<file path="src/rtl/timer_share_pkg.sv">
// timer_share_pkg: FSM state encoding shared by the timer arbiter.
package timer_share_pkg;
    typedef enum logic [1:0] {
        IDLE = 2'd0,
        RUN  = 2'd1,
        DONE = 2'd2
    } state_t;
endpackage

</file>
<file path="src/rtl/tick_prescaler.sv">
// tick_prescaler: counts 0..DIV_MAX, registered tick aligned with the cycle where count==DIV_MAX.
module tick_prescaler #(
    parameter int DIV_MAX = 100
) (
    input  logic clk,
    input  logic reset,
    input  logic clr,
    input  logic en,
    output logic tick
);
    localparam int W = (DIV_MAX > 0) ? $clog2(DIV_MAX + 1) : 1;
    localparam logic [W-1:0] LAST = W'(DIV_MAX);
    logic [W-1:0] cnt, nxt;
    assign nxt = (cnt == LAST) ? '0 : cnt + 1'b1;
    always_ff @(posedge clk or negedge reset) begin
        if (!reset) begin
            cnt  <= '0;
            tick <= 1'b0;
        end else if (clr) begin
            cnt  <= '0;
            tick <= 1'b0;
        end else if (en) begin
            cnt  <= nxt;
            tick <= (nxt == LAST);
        end
    end
endmodule

</file>
<file path="src/rtl/timer_share_arbiter.sv">
// timer_share_arbiter: round-robin sharing of one prescaled timer among NUM_REQ requesters.
// Define TIMER_SHARE_STATUS_EN to expose the live remaining count and owner index.
module timer_share_arbiter
    import timer_share_pkg::*;
#(
    parameter int NUM_REQ = 4,
    parameter int DIV_MAX = 100,
    parameter int CNT_W   = 8,
    localparam int IW = $clog2(NUM_REQ)
) (
    input  logic                     clk,
    input  logic                     reset,
    input  logic [NUM_REQ-1:0]       req,
    input  logic [NUM_REQ*CNT_W-1:0] req_ticks,
    output logic [NUM_REQ-1:0]       gnt,
    output logic [NUM_REQ-1:0]       done,
    output logic                     busy,
`ifdef TIMER_SHARE_STATUS_EN
    output logic [CNT_W-1:0]         remaining,
    output logic [IW-1:0]            owner,
`endif
    output logic                     tick
);
    localparam logic [NUM_REQ-1:0] ONE = NUM_REQ'(1);

    state_t state, state_nxt;
    logic [IW-1:0] rr, sel;
    logic [CNT_W-1:0] rem, rem_nxt;
    logic [CNT_W-1:0] ticks_arr [NUM_REQ];

    for (genvar i = 0; i < NUM_REQ; i++) begin : g_unpack
        assign ticks_arr[i] = req_ticks[i*CNT_W +: CNT_W];
    end

    // Nearest set bit after p wins: scan farthest to nearest so the nearest overrides.
    function automatic logic [IW-1:0] rr_pick(input logic [NUM_REQ-1:0] r, input logic [IW-1:0] p);
        rr_pick = p;
        for (int i = NUM_REQ; i >= 1; i--) begin
            int idx;
            idx = (int'(p) + i) % NUM_REQ;
            if (r[IW'(idx)])
                rr_pick = IW'(idx);
        end
    endfunction

    assign sel = rr_pick(req, rr);

    tick_prescaler #(.DIV_MAX(DIV_MAX)) u_prescaler (
        .clk  (clk),
        .reset(reset),
        .clr  (state_nxt != RUN),
        .en   (state == RUN),
        .tick (tick)
    );

    // Abort is tested before expiry so it wins over a coincident final tick.
    always_comb begin
        state_nxt = state;
        rem_nxt   = rem;
        case (state)
            IDLE: begin
                state_nxt = |req ? RUN : IDLE;
                rem_nxt   = |req ? ticks_arr[sel] : '0;
            end
            RUN: begin
                state_nxt = !req[rr] ? IDLE
                          : (rem == '0 || (tick && rem == CNT_W'(1))) ? DONE : RUN;
                rem_nxt   = (state_nxt != RUN) ? '0 : tick ? rem - 1'b1 : rem;
            end
            default: begin
                state_nxt = IDLE;
                rem_nxt   = '0;
            end
        endcase
    end

    always_ff @(posedge clk or negedge reset) begin
        if (!reset) begin
            state <= IDLE;
            rr    <= IW'(NUM_REQ - 1);
            rem   <= '0;
            gnt   <= '0;
            done  <= '0;
            busy  <= 1'b0;
        end else begin
            state <= state_nxt;
            rem   <= rem_nxt;
            rr    <= (state == IDLE && |req) ? sel : rr;
            gnt   <= (state_nxt == RUN) ? ONE << ((state == IDLE) ? sel : rr) : '0;
            done  <= (state_nxt == DONE) ? ONE << rr : '0;
            busy  <= (state_nxt != IDLE);
        end
    end

`ifdef TIMER_SHARE_STATUS_EN
    assign remaining = rem;
    always_ff @(posedge clk or negedge reset) begin
        if (!reset)
            owner <= '0;
        else if (state == IDLE && |req)
            owner <= sel;
    end
`endif
endmodule

</file>
<file path="config.mk">
export PLATFORM = sky130hd
export DESIGN_NAME = timer_share_arbiter
export DESIGN_NICKNAME = d
export VERILOG_FILES = /design/src/rtl/timer_share_pkg.sv /design/src/rtl/tick_prescaler.sv /design/src/rtl/timer_share_arbiter.sv
export SDC_FILE = /design/constraint.sdc
export NUM_CORES = 1
export LEC_CHECK = 0
export CORE_MARGIN = 3
export CORE_UTILIZATION = 46
export CTS_BUF_LIST = sky130_fd_sc_hd__clkbuf_8
export DETAILED_ROUTE_END_ITERATION = 6
export HOLD_SLACK_MARGIN = 0.06
export MAX_ROUTING_LAYER = met4
export PLACE_DENSITY = 0.89
export SLEW_MARGIN = 20
export SYNTH_ARGS = -nofsm -noshare
export SYNTH_HDL_FRONTEND = slang
export SYNTH_SLANG_ARGS = --single-unit
</file>
<file path="constraint.sdc">
create_clock -name clk -period 2.9 [get_ports clk]
set_clock_uncertainty 0.2 [all_clocks]
set_input_delay 0.87 -clock clk [delete_from_list [all_inputs] [get_ports clk]]
set_output_delay 0.87 -clock clk [all_outputs]
set_load 0.05 [all_outputs]
</file>
==> results of run 1 <==
power by group:
part / internal (mW) / switching, mW
combinational: 0.840 / 0.887
sequential: 0.529 / 0.0908
clock: 0.279 / 0.158
how the worst min path moves through the flow:
| stage | from | to | slack, ns |
|---|---|---|---|
| after detailed placement | rem[6]$_DFFE_PN0P_ | rem[6]$_DFFE_PN0P_ | 0.32 |
| after global placement | rem[6]$_DFFE_PN0P_ | rem[6]$_DFFE_PN0P_ | 0.31 |
| after global routing | rem[5]$_DFFE_PN0P_ | rem[5]$_DFFE_PN0P_ | 0.35 |
| after floorplan | rem[6]$_DFFE_PN0P_ | rem[6]$_DFFE_PN0P_ | 0.28 |
| final | rem[7]$_DFFE_PN0P_ | rem[7]$_DFFE_PN0P_ | 0.33 |
| after CTS | rem[6]$_DFFE_PN0P_ | rem[6]$_DFFE_PN0P_ | 0.33 |
final cells by class:
class | count | area [um^2]
Fill cell | 296 | 1280
Timing Repair Buffer | 71 | 654
Sequential cell | 29 | 728
Clock inverter | 2 | 37.5
Clock buffer | 6 | 82.6
Multi-Input combinational cell | 149 | 1170
Tap cell | 50 | 62.6
Inverter | 10 | 40.0
worst max-delay path, delay by kind of cell:
kind / cells / cell delay, ns
buf+inv: 2 / 0.66
mux: 2 / 0.60
compound gates: 2 / 0.67
state kept, by name, summed over array words and instances (netlist names):
name / cells
gnt: 4
done: 4
rr: 2
u_prescaler.tick: 1
rem: 8
state: 2
busy: 1
u_prescaler.cnt: 7
per-layer routing:
metal | vias up | track usage | part of all wire
li1 | 863 | - | -
met4 | 0 | 0.0814 | 0.022
met5 | - | - | 0
met2 | 62 | 0.345 | 0.52
met3 | 11 | 0.0327 | 0.046
met1 | 883 | 0.256 | 0.41
synth_stat cells (3+ instances only):
cell / number / area (um^2)
dfrtp_1: 27 / 676
a21oi_1: 10 / 50.1
nand2_1: 22 / 82.6
and3_1: 3 / 18.8
clkbuf_1: 3 / 11.3
o211ai_1: 4 / 30.0
and2_1: 4 / 25.0
ha_1: 9 / 113
mux2i_1: 4 / 40.0
o21ai_0: 14 / 70.1
inv_1: 8 / 30.0
mux4_1: 8 / 210
nand2b_1: 5 / 31.3
nand4_1: 3 / 18.8
nor3_1: 7 / 35.0
nor2_1: 18 / 67.6
metrics by stage:
stage | setup slack, ns | hold slack [ns]
4_1_cts | 0.0418 | 0.331
2_1_floorplan | -0.109 | 0.278
3_3_place_gp | -0.359 | 0.309
5_1_grt | 0.00680 | 0.353
3_5_place_dp | -0.515 | 0.319
6_report | 0.0630 | 0.330
placed cells by master, fill, tap and decap left out, types with 5 or more instances in the layout:
cell | netlist | routed
o21ai_0 | 14 | 14
nor3_1 | 7 | 5
buf_4 | 1 | 22
nand2_1 | 22 | 22
clkbuf_8 | 0 | 6
clkdlybuf4s50_1 | 0 | 44
nand2b_1 | 5 | 5
ha_1 | 9 | 8
mux4_1 | 8 | 6
inv_1 | 8 | 6
a21oi_1 | 10 | 10
dfrtp_1 | 27 | 27
nor2_1 | 18 | 17
cell families (layout without fill, tap and decap cells):
kind of cell | Yosys count | count (layout) | synth area share
simple gates | 79 | 79 | 0.213
buf+inv | 18 | 89 | 0.0384
xor+xnor | 3 | 3 | 0.0135
flops | 29 | 29 | 0.373
mux | 14 | 14 | 0.145
compound gates | 44 | 44 | 0.160
fa+ha+maj | 9 | 9 | 0.0577
timing repair:
item / in CTS / in global routing
buffers inserted: 3 / 0
endpoints found under the setup margin: 8 / 5
gates resized for setup: 8 / 0
pin swaps: 2 / 2
==> impl_metrics.csv, run 1 <==
group,metric,value,unit
worst_setup_path,cp_data_required_time,2.86,ns
floorplan,die_x,71.2,um
timing,fin_crit_sh,0.978,
drt,avgViaCountPerCell,5.74,
worst_setup_path,worstPathMaxFanout,3,
clock_network,path_clk_slew,0.06,ns
drt,drtIter0Drc,105,
worst_setup_path,critPathMaxStageDelay,0.49,ns
worst_hold_path,min_delay_path_depth,1,
placed_design,dpl.cell_count,306,
placed_design,place.gp.congestion,0.933,
global_routing,grt_overflow,0,
worst_setup_path,cp-startpoint,"req[0]",
drt,drc,0,
pwr,p_per_area,1000,nW/um^2
synth,ys_warn_count,0,
synth,synth_edf_count,0,
worst_setup_path,path_class,"input pin to register",
synth,seq_area_frac_synth,0.373,
pwr,p_leak,1.20,nW
worst_hold_path,hold_class,"register to register",
worst_setup_path,ff2ff_path_depth,9,
global_routing,grt_max_degree,30,
clock_network,clk_latency,0.28,ns
clock_network,ctsHoldBuffers,0,
finish,fin_nets,313,
floorplan,ios,48,
timing,fmax,352,MHz
floorplan,rows,23,
clock_network,cts_max_level,2,
synth,synth_nets,243,
clock_network,numClockSinks,29,
clock_network,cts_root_buffer,"clkbuf_8",
synth,ys.flop_type,"dfrtp_1",
worst_setup_path,worst-r2r-setup-slack,0.12,ns
timing,maxSlewHeadroom,0.622,
global_routing,grt_usage,0.209,
timing,rsz0062_at_grt,"no",
synth,ys_seq_elements,29,
floorplan,die_height,71.2,um
global_routing,antenna_found_initial,0,
worst_setup_path,path_cells,"clkdlybuf4s50_1 > mux2i_1 > a311oi_4 > buf_4 > mux4_2 > a221o_1",
clock_network,cts_made_buffers,5,
drt,ant_nets,0,
worst_setup_path,cp-start-kind,"input pin",
finish,final_util,0.683,
outcome,status,"finished clean",
placed_design,place_hpwl,3530,um
run,drv_cap,0,
worst_setup_path,critPathCapture,"rem[0]$_DFFE_PN0P_",
synth,avgSynthCellArea,9.96,um^2
worst_setup_path,r2r-start,"rr[0]$_DFFE_PN1P_",
floorplan,dieArea,5060,um^2
drt,wire_per_inst,14.7,um
synth,synthCells,196,
timing,drv_slew,0,
finish,final_area,2770,um^2
pwr,peakVddDrop,0.645,mV
timing,tns,0,ns
finish,drive_gt1_frac,0.210,
timing,worst_pin_slew,0.563,ns
global_routing,grt_pass1_vias,1773,
finish,syn_to_final_growth,42.0,%
worst_setup_path,cp.arrival,2.80,ns
finish,final_cells,317,
drt,first_pass_iters,4,
pwr,power,2.78,mW
timing,finalSetupViolations,0,
synth,syn-cell-area,1950,um^2
floorplan,initial_core_util,0.481,
drt,totalWireLength,4670,um
floorplan,fp.coreArea,4060,um^2
clock_network,cts_tree,"built",
placed_design,numPortBuffers,47,
placed_design,placed_area,2620,um^2
worst_setup_path,crit_slowest_cell,"mux4_2",
worst_setup_path,end_kind,"register",
drt,vias,1819,
clock_network,clk_path_buf_depth,2,
timing,finalWorstPathRequiredPeriod,2.84,ns
synth,synth-async-reset-ratio,1.00,
worst_setup_path,r2r_end,"rem[0]$_DFFE_PN0P_",
timing,final-hold-violation-count,0,
synth,ys_types,53,
finish,antenna_cells,0,
global_routing,grt_pass1_wl,8230,um
(Power assumes the default switching activity.)
==> inputs of run 2 (changes only) <==
CORE_ASPECT_RATIO = 0.9   (was unset)
CORE_UTILIZATION = 45   (was 46)
CTS_BUF_LIST = sky130_fd_sc_hd__clkbuf_8 sky130_fd_sc_hd__clkbuf_16   (was sky130_fd_sc_hd__clkbuf_8)
PLACE_DENSITY = 0.88   (was 0.89)
==> impl_metrics.csv, run 2 (synthesis gave the netlist of run 1 again) <==
group,metric,value,unit
worst_hold_path,hold_class,"register to register",
outcome,status,"finished clean",
floorplan,die_x,75.4,um
clock_network,ctsHoldBuffers,0,
global_routing,grt_pass1_vias,1869,
timing,tns,0,ns
drt,vias,1882,
worst_setup_path,path_cells,"clkdlybuf4s50_1 > mux2i_1 > a311oi_4 > buf_4 > buf_16 > mux4_1 > nand2_2 > nand2_1",
finish,fin_nets,315,
finish,largest_reg_flops,8,
worst_setup_path,crit_slowest_cell,"mux4_1",
timing,whs,0.340,ns
pwr,p_per_area,1020,nW/um^2
timing,maxSlewHeadroom,0.635,
worst_setup_path,path_class,"input pin to register",
finish,final_common_cell,"clkdlybuf4s50_1",
drt,ant_nets,0,
clock_network,path_clk_slew,0.06,ns
worst_setup_path,critPathMaxStageDelay,0.56,ns
timing,fin_crit_sh,0.984,
drt,drtIter0Drc,146,
clock_network,cts_max_level,2,
finish,syn_to_final_growth,43.6,%
pwr,power,2.85,mW
placed_design,place_hpwl,3870,um
timing,rsz0062_at_grt,"yes",
timing,worst_pin_slew,0.543,ns
drt,avgViaCountPerCell,5.94,
global_routing,grt_usage,0.228,
placed_design,numPortBuffers,47,
finish,drive_gt1_frac,0.234,
drt,first_pass_iters,4,
placed_design,place.gp.congestion,0.854,
finish,mostFrequentLayoutCells,"clkdlybuf4s50_1, dfrtp_1, buf_4",
finish,antenna_cells,0,
timing,setup_ws,0.0461,ns
placed_design,pre_cts_slack,-0.480,ns
clock_network,clk_path_buf_depth,2,
worst_setup_path,worstPathMaxFanout,4,
floorplan,fp.coreArea,4130,um^2
floorplan,die_height,68.5,um
clock_network,cts_made_buffers,5,
worst_setup_path,cp-startpoint,"req[0]",
worst_setup_path,cp.arrival,2.82,ns
drt,wire_per_inst,16.6,um
pwr,p_leak,1.21,nW
worst_setup_path,cp-start-kind,"input pin",
pwr,peakVddDrop,0.703,mV
run,drv_cap,0,
floorplan,ios,48,
timing,finalSetupViolations,0,
global_routing,antenna_found_initial,0,
clock_network,cts_root_buffer,"clkbuf_8",
timing,drv_slew,0,
finish,fillers,303,
clock_network,cts_tree,"built",
worst_setup_path,cp_data_required_time,2.87,ns
clock_network,numClockSinks,29,
worst_setup_path,end_kind,"register",
worst_hold_path,hp-start,"rem[6]$_DFFE_PN0P_",
floorplan,dieArea,5170,um^2
clock_network,clk_latency,0.28,ns
global_routing,grt_overflow,0,
timing,fmax,350,MHz
drt,totalWireLength,5270,um
global_routing,grt_max_degree,30,
global_routing,grt_pass1_wl,8730,um
floorplan,initial_core_util,0.473,
floorplan,rows,22,
worst_setup_path,r2r-start,"rr[0]$_DFFE_PN1P_",
timing,final-hold-violation-count,0,
finish,largest-register,"rem",
finish,reg.largest.list,"rem x8, u_prescaler.cnt x7",
timing,finalWorstPathRequiredPeriod,2.85,ns
drt,drc,0,
## run 2: critical path: cells and delay by family
kind | cells | cell delay (ns)
simple gates | 2 | 0.15
mux | 2 | 0.66
buf+inv | 3 | 0.77
compound gates | 1 | 0.37
## run 2: layout make-up
cell class	count	area, um^2	share of cell area
Clock buffer	7	96.3	0.0344
Clock inverter	1	5.00	0.00178
Inverter	10	42.5	0.0152
Multi-Input combinational cell	149	1180	0.421
Sequential cell	29	728	0.260
Tap cell	48	60.1	0.0214
Timing Repair Buffer	73	691	0.246
## run 2: where the power goes
part           total (mW)  internal [mW]  switching, mW
Clock               0.368          0.214          0.154
Sequential          0.623          0.529         0.0936
Combinational        1.86          0.899          0.965
## run 2: per-layer routing
layer  vias up  GRT usage  share of wire
li1        869          -              -
met1       917      0.285           0.41
met2        80      0.363           0.51
met3        16     0.0507          0.054
met4         0     0.0873          0.027
met5         -          -              0
## run 2: what timing repair did
item	in CTS	in global routing
pin swaps	2	5
buffers inserted	5	0
gates cloned	1	0
hold endpoints to repair	0	0
endpoints found under the setup margin	8	4
gates resized for setup	8	9
## run 2: worst paths after layout
path / endpoint / slack, ns / depth (start not counted)
worst min-delay path: rem[6]$_DFFE_PN0P_ / 0.34 / 1
worst max register to register: rem[4]$_DFFE_PN0P_ / 0.09 / 11
max in group asynchronous: rr[1]$_DFFE_PN1P_ / 1.40 / 2
min in group asynchronous: rem[2]$_DFFE_PN0P_ / 0.78 / 2
worst max-delay path: rem[4]$_DFFE_PN0P_ / 0.05 / 8
worst min register to register: rem[6]$_DFFE_PN0P_ / 0.34 / 1
## run 2: metrics by stage
step                 util  area [um^2]  instances
CTS                 0.677         2800        317
global placement    0.636         2630        303
finish              0.679         2800        317
global route        0.679         2800        317
detailed placement  0.636         2630        303
floorplan               -         1980        196
==> RTL edit 1 (settings of run 1) <==
`DIV_MAX` is set to 100 in 2 places; all go to 50.
--- a/src/rtl/tick_prescaler.sv
+++ b/src/rtl/tick_prescaler.sv
@@ -1,6 +1,6 @@
 // tick_prescaler: counts 0..DIV_MAX, registered tick aligned with the cycle where count==DIV_MAX.
 module tick_prescaler #(
-    parameter int DIV_MAX = 100
+    parameter int DIV_MAX = 50
 ) (
     input  logic clk,
     input  logic reset,
--- a/src/rtl/timer_share_arbiter.sv
+++ b/src/rtl/timer_share_arbiter.sv
@@ -4,7 +4,7 @@
     import timer_share_pkg::*;
 #(
     parameter int NUM_REQ = 4,
-    parameter int DIV_MAX = 100,
+    parameter int DIV_MAX = 50,
     parameter int CNT_W   = 8,
     localparam int IW = $clog2(NUM_REQ)
 ) (
Function: no difference found for any inputs over 4 cycles, from zero or initial values and one cycle with reset low; that may be too few to reach the edited logic, so the function may still have changed.
==> RTL edit 1 against run 1 <==
Synthesized area barely moved. Power rose by 6.0%. Clock power fell by 29%. Sequential cell count fell by 1. Setup slack improved by 0.040 ns. Sequential power rose by 1%. Wire length rose by 10%. Final area rose by 0.68%. Synthesized cell count rose by 2.6%. Worst hold slack improved by 0.041 ns. Critical path type unchanged.
==> RTL edit 1: results (changes against run 1) <==
[placed_design]
placement.setup.worst_slack_ns=-0.4689  ; +0.04620 ns
dpl-instance-area_um2=2624  ; about the same
post-place-cells=314  ; +2.6%

[routing]
met2RoutedLength_um=2646  ; +8.5%
wire_per_inst_um=15.75  ; +7.0%
met3WireLength_um=255  ; +19%
vias_per_cell=5.840  ; +1.8%
detail_route.iter0.violations=90  ; -14%
detail_route.wirelength.met1_um=2084  ; +9.2%

[global_routing]
globalRouteMet2Util_pct=36.22  ; +1.7 points
first_global_vias=1927  ; +8.7%
total_global_routing_track_utilization_pct=21.58  ; +0.68 points
pin_count_of_the_biggest_net_entering_global_routing=29  ; -3.3%
first_pass_grt_wire_length_um=8631  ; +4.9%

[yosys]
synth-seq-area-share_pct=36.03  ; -1.3 points
yosys-top-cells-count=sky130_fd_sc_hd__dfrtp_1 (26), sky130_fd_sc_hd__nand2_1 (19), sky130_fd_sc_hd__nor2_1 (16)
synth_area_leaders=sky130_fd_sc_hd__dfrtp_1 (33%), sky130_fd_sc_hd__mux4_1 (6.7%), sky130_fd_sc_hd__ha_1 (5.8%)
synth_nets=248  ; +2.1%

[worst_setup_path]
critPathArrivalTime_ns=2.77  ; -0.03 ns
rr_worst_depth=8  ; -1
slowest_delay_ns=0.56  ; +0.07 ns
timing.critical_path.to=rem[3]
cp_max_fo=6  ; +3

[sta]
max_clock_freq_ghz=0.3575  ; +1.4%
worst_slew_pin_slew_ns=0.7297  ; +0.1664 ns

[layout]
final_nets=324  ; +3.5%
post_route_cells_drive_above_1_share_pct=21.38  ; +0.40 points
finalNonFillerCells=326  ; +2.8%

[run_status]
status=finished, final reports clean

[clock_network]
numCtsBuffers=3  ; -2
h-tree-depth=1  ; -1

[power_and_ir_drop]
static-leakage-power_nw=1.238  ; +3.5%

[RTL edit 1: changes by cell type after synthesis, sizes merged, moves of 4 or more]
cell and change:
a21oi +4, o211ai -4, mux2i +6, mux4 -4, buf +5, o21ai -10
[RTL edit 1: worst min path at each step]
stage / startpoint / end / slack [ns] / cells past startpoint
floorplan: rem[5] / rem[5] / 0.31 / 2
global placement: rem[5] / rem[5] / 0.33 / 2
detailed placement: rem[5] / rem[5] / 0.35 / 2
CTS: rem[5] / rem[5] / 0.37 / 2
global route: u_prescaler.cnt[4] / u_prescaler.cnt[4] / 0.41 / 2
finish: u_prescaler.cnt[4] / u_prescaler.cnt[4] / 0.37 / 2
[RTL edit 1: area by class of cell]
class                   instances  area, um^2
fillers                       300        1266
flip-flops and latches         28       703.2
clock buffers                   3       41.29
well taps                      50       62.56
multi-input cells             155        1191
clock inverters                 1       30.03
inverters                       7       26.28
repair buffers                 82       737.0
[RTL edit 1: cell families after synthesis]
| family | Yosys count | synth area share [%] |
|---|---|---|
| fa+ha+maj | 9 | 5.769 |
| flops | 28 | 36.03 |
| mux | 15 | 11.86 |
| xor+xnor | 4 | 1.795 |
| compound gates | 43 | 15.90 |
| buf+inv | 18 | 5.513 |
| simple gates | 84 | 23.14 |
[RTL edit 1: power by group through the flow]
stage | Sequential, mW | Combinational, mW | Clock, mW
after detailed placement | 0.628 | 1.81 | 0
final | 0.629 | 2.01 | 0.309
after floorplan | 0.694 | 1.15 | 0
after global placement | 0.623 | 1.74 | 0
after CTS | 0.623 | 1.92 | 0.308
after global routing | 0.645 | 2.18 | 0.328
[RTL edit 1: what timing repair did]
action                     4_1_cts  5_1_grt
resized for setup               14        5
setup endpoints to repair       11       11
pin swaps                        6        6
setup buffers                    6        2
hold buffers                     0        0
==> RTL edit 2 (settings of run 1) <==
Without the edit above. Re-encode `state_t` (3 states) as one-hot, 3 bits wide.
--- a/src/rtl/timer_share_pkg.sv
+++ b/src/rtl/timer_share_pkg.sv
@@ -1,9 +1,9 @@
 // timer_share_pkg: FSM state encoding shared by the timer arbiter.
 package timer_share_pkg;
-    typedef enum logic [1:0] {
-        IDLE = 2'd0,
-        RUN  = 2'd1,
-        DONE = 2'd2
+    typedef enum logic [2:0] {
+        IDLE = 3'b001,
+        RUN  = 3'b010,
+        DONE = 3'b100
     } state_t;
 endpackage
 
Check against the original RTL: no difference found for any inputs over 4 cycles, from zero or initial values and one cycle with reset low; so few cycles prove little.
==> RTL edit 2 against run 1 <==
Setup slack better by 0.084 ns. Sequential cell count up 1. Register-to-register slack better by 0.08 ns. Wire length is 13% higher. Worst hold slack improved by 0.032 ns. Final area up 4.6%. Sequential share of layout area down 0.24 points. Non-clock buffer count unchanged. Clock power up 23%. Power down 2.1%. Critical path depth increased by 1. Synthesized area is 5.3% higher.
==> RTL edit 2: results (changes against run 1) <==
[yosys]
syn-mean-instance-area_um2=9.430  ; -5.4%
synth.distinct_cells=49  ; -7.5%
synth_nets=265  ; +9.1%
synth-seq-area-share_pct=36.70  ; -0.58 points
post_synth_xor_xnor_area_pct=4.687  ; +3.3 points
synth_area_leaders=sky130_fd_sc_hd__dfrtp_1 (33%), sky130_fd_sc_hd__nand2_1 (6.6%), sky130_fd_sc_hd__ha_1 (5.5%)

[worst_setup_path]
r2r_setup_slack_ns=0.20  ; +0.08 ns
timing.critical_path.from=req[3]
cp_max_fo=4  ; +1
critPathArrivalTime_ns=2.73  ; -0.07 ns
cpLargestDelayFamily=buffers and inverters
worstReg2RegStart=rr[1]

[placed_design]
post-place-cells=332  ; +8.5%
dp.final_hpwl_um=3854  ; +9.3%

[clock_network]
post_cts_resized=1  ; -7

[power_and_ir_drop]
power_clock_mw=0.536  ; +23%
cellInternalPower_mw=1.648  ; about the same
irDropWorstVdd_mv=0.5550  ; -14%

[global_routing]
globalRouteMet2Util_pct=38.08  ; +3.6 points
first_pass_grt_wire_length_um=9073  ; +10%
total_global_routing_track_utilization_pct=22.74  ; +1.8 points
grt.met3_usage_pct=3.857  ; +0.59 points
first_global_vias=1967  ; +11%

[routing]
wire_per_inst_um=15.54  ; +5.5%
met2RoutedLength_um=2808  ; +15%
detail_route.wirelength.met1_um=2082  ; +9.1%
wirelength_um=5283  ; +13%
vias_per_cell=5.547  ; -3.3%

[sta]
worst_slew_pin_slew_ns=0.5574  ; -0.005939 ns

[run_status]
status=finished, final reports clean

[layout]
final_nets=336  ; +7.3%

==> RTL edit 2: cell types whose count changed in the layout (fill, tap and decap cells not counted), moves of 4 or more <==
cell	run 1	this run
sky130_fd_sc_hd__nand2_1	22	36
sky130_fd_sc_hd__o21ai_0	14	4
sky130_fd_sc_hd__mux2i_1	4	11
sky130_fd_sc_hd__mux4_1	6	0
sky130_fd_sc_hd__nand3_1	1	6
sky130_fd_sc_hd__xor2_1	1	6
sky130_fd_sc_hd__mux2_1	0	4
sky130_fd_sc_hd__mux2_2	1	5
sky130_fd_sc_hd__o211ai_1	4	8
==> RTL edit 2: final cells by class <==
class	count	area (um^2)
Clock inverter	2	60.06
Tap cell	50	62.56
Sequential cell	30	754.5
Clock buffer	6	82.58
Inverter	10	37.54
Timing Repair Buffer	71	661.9
Fill cell	304	1245
Multi-Input combinational cell	171	1240
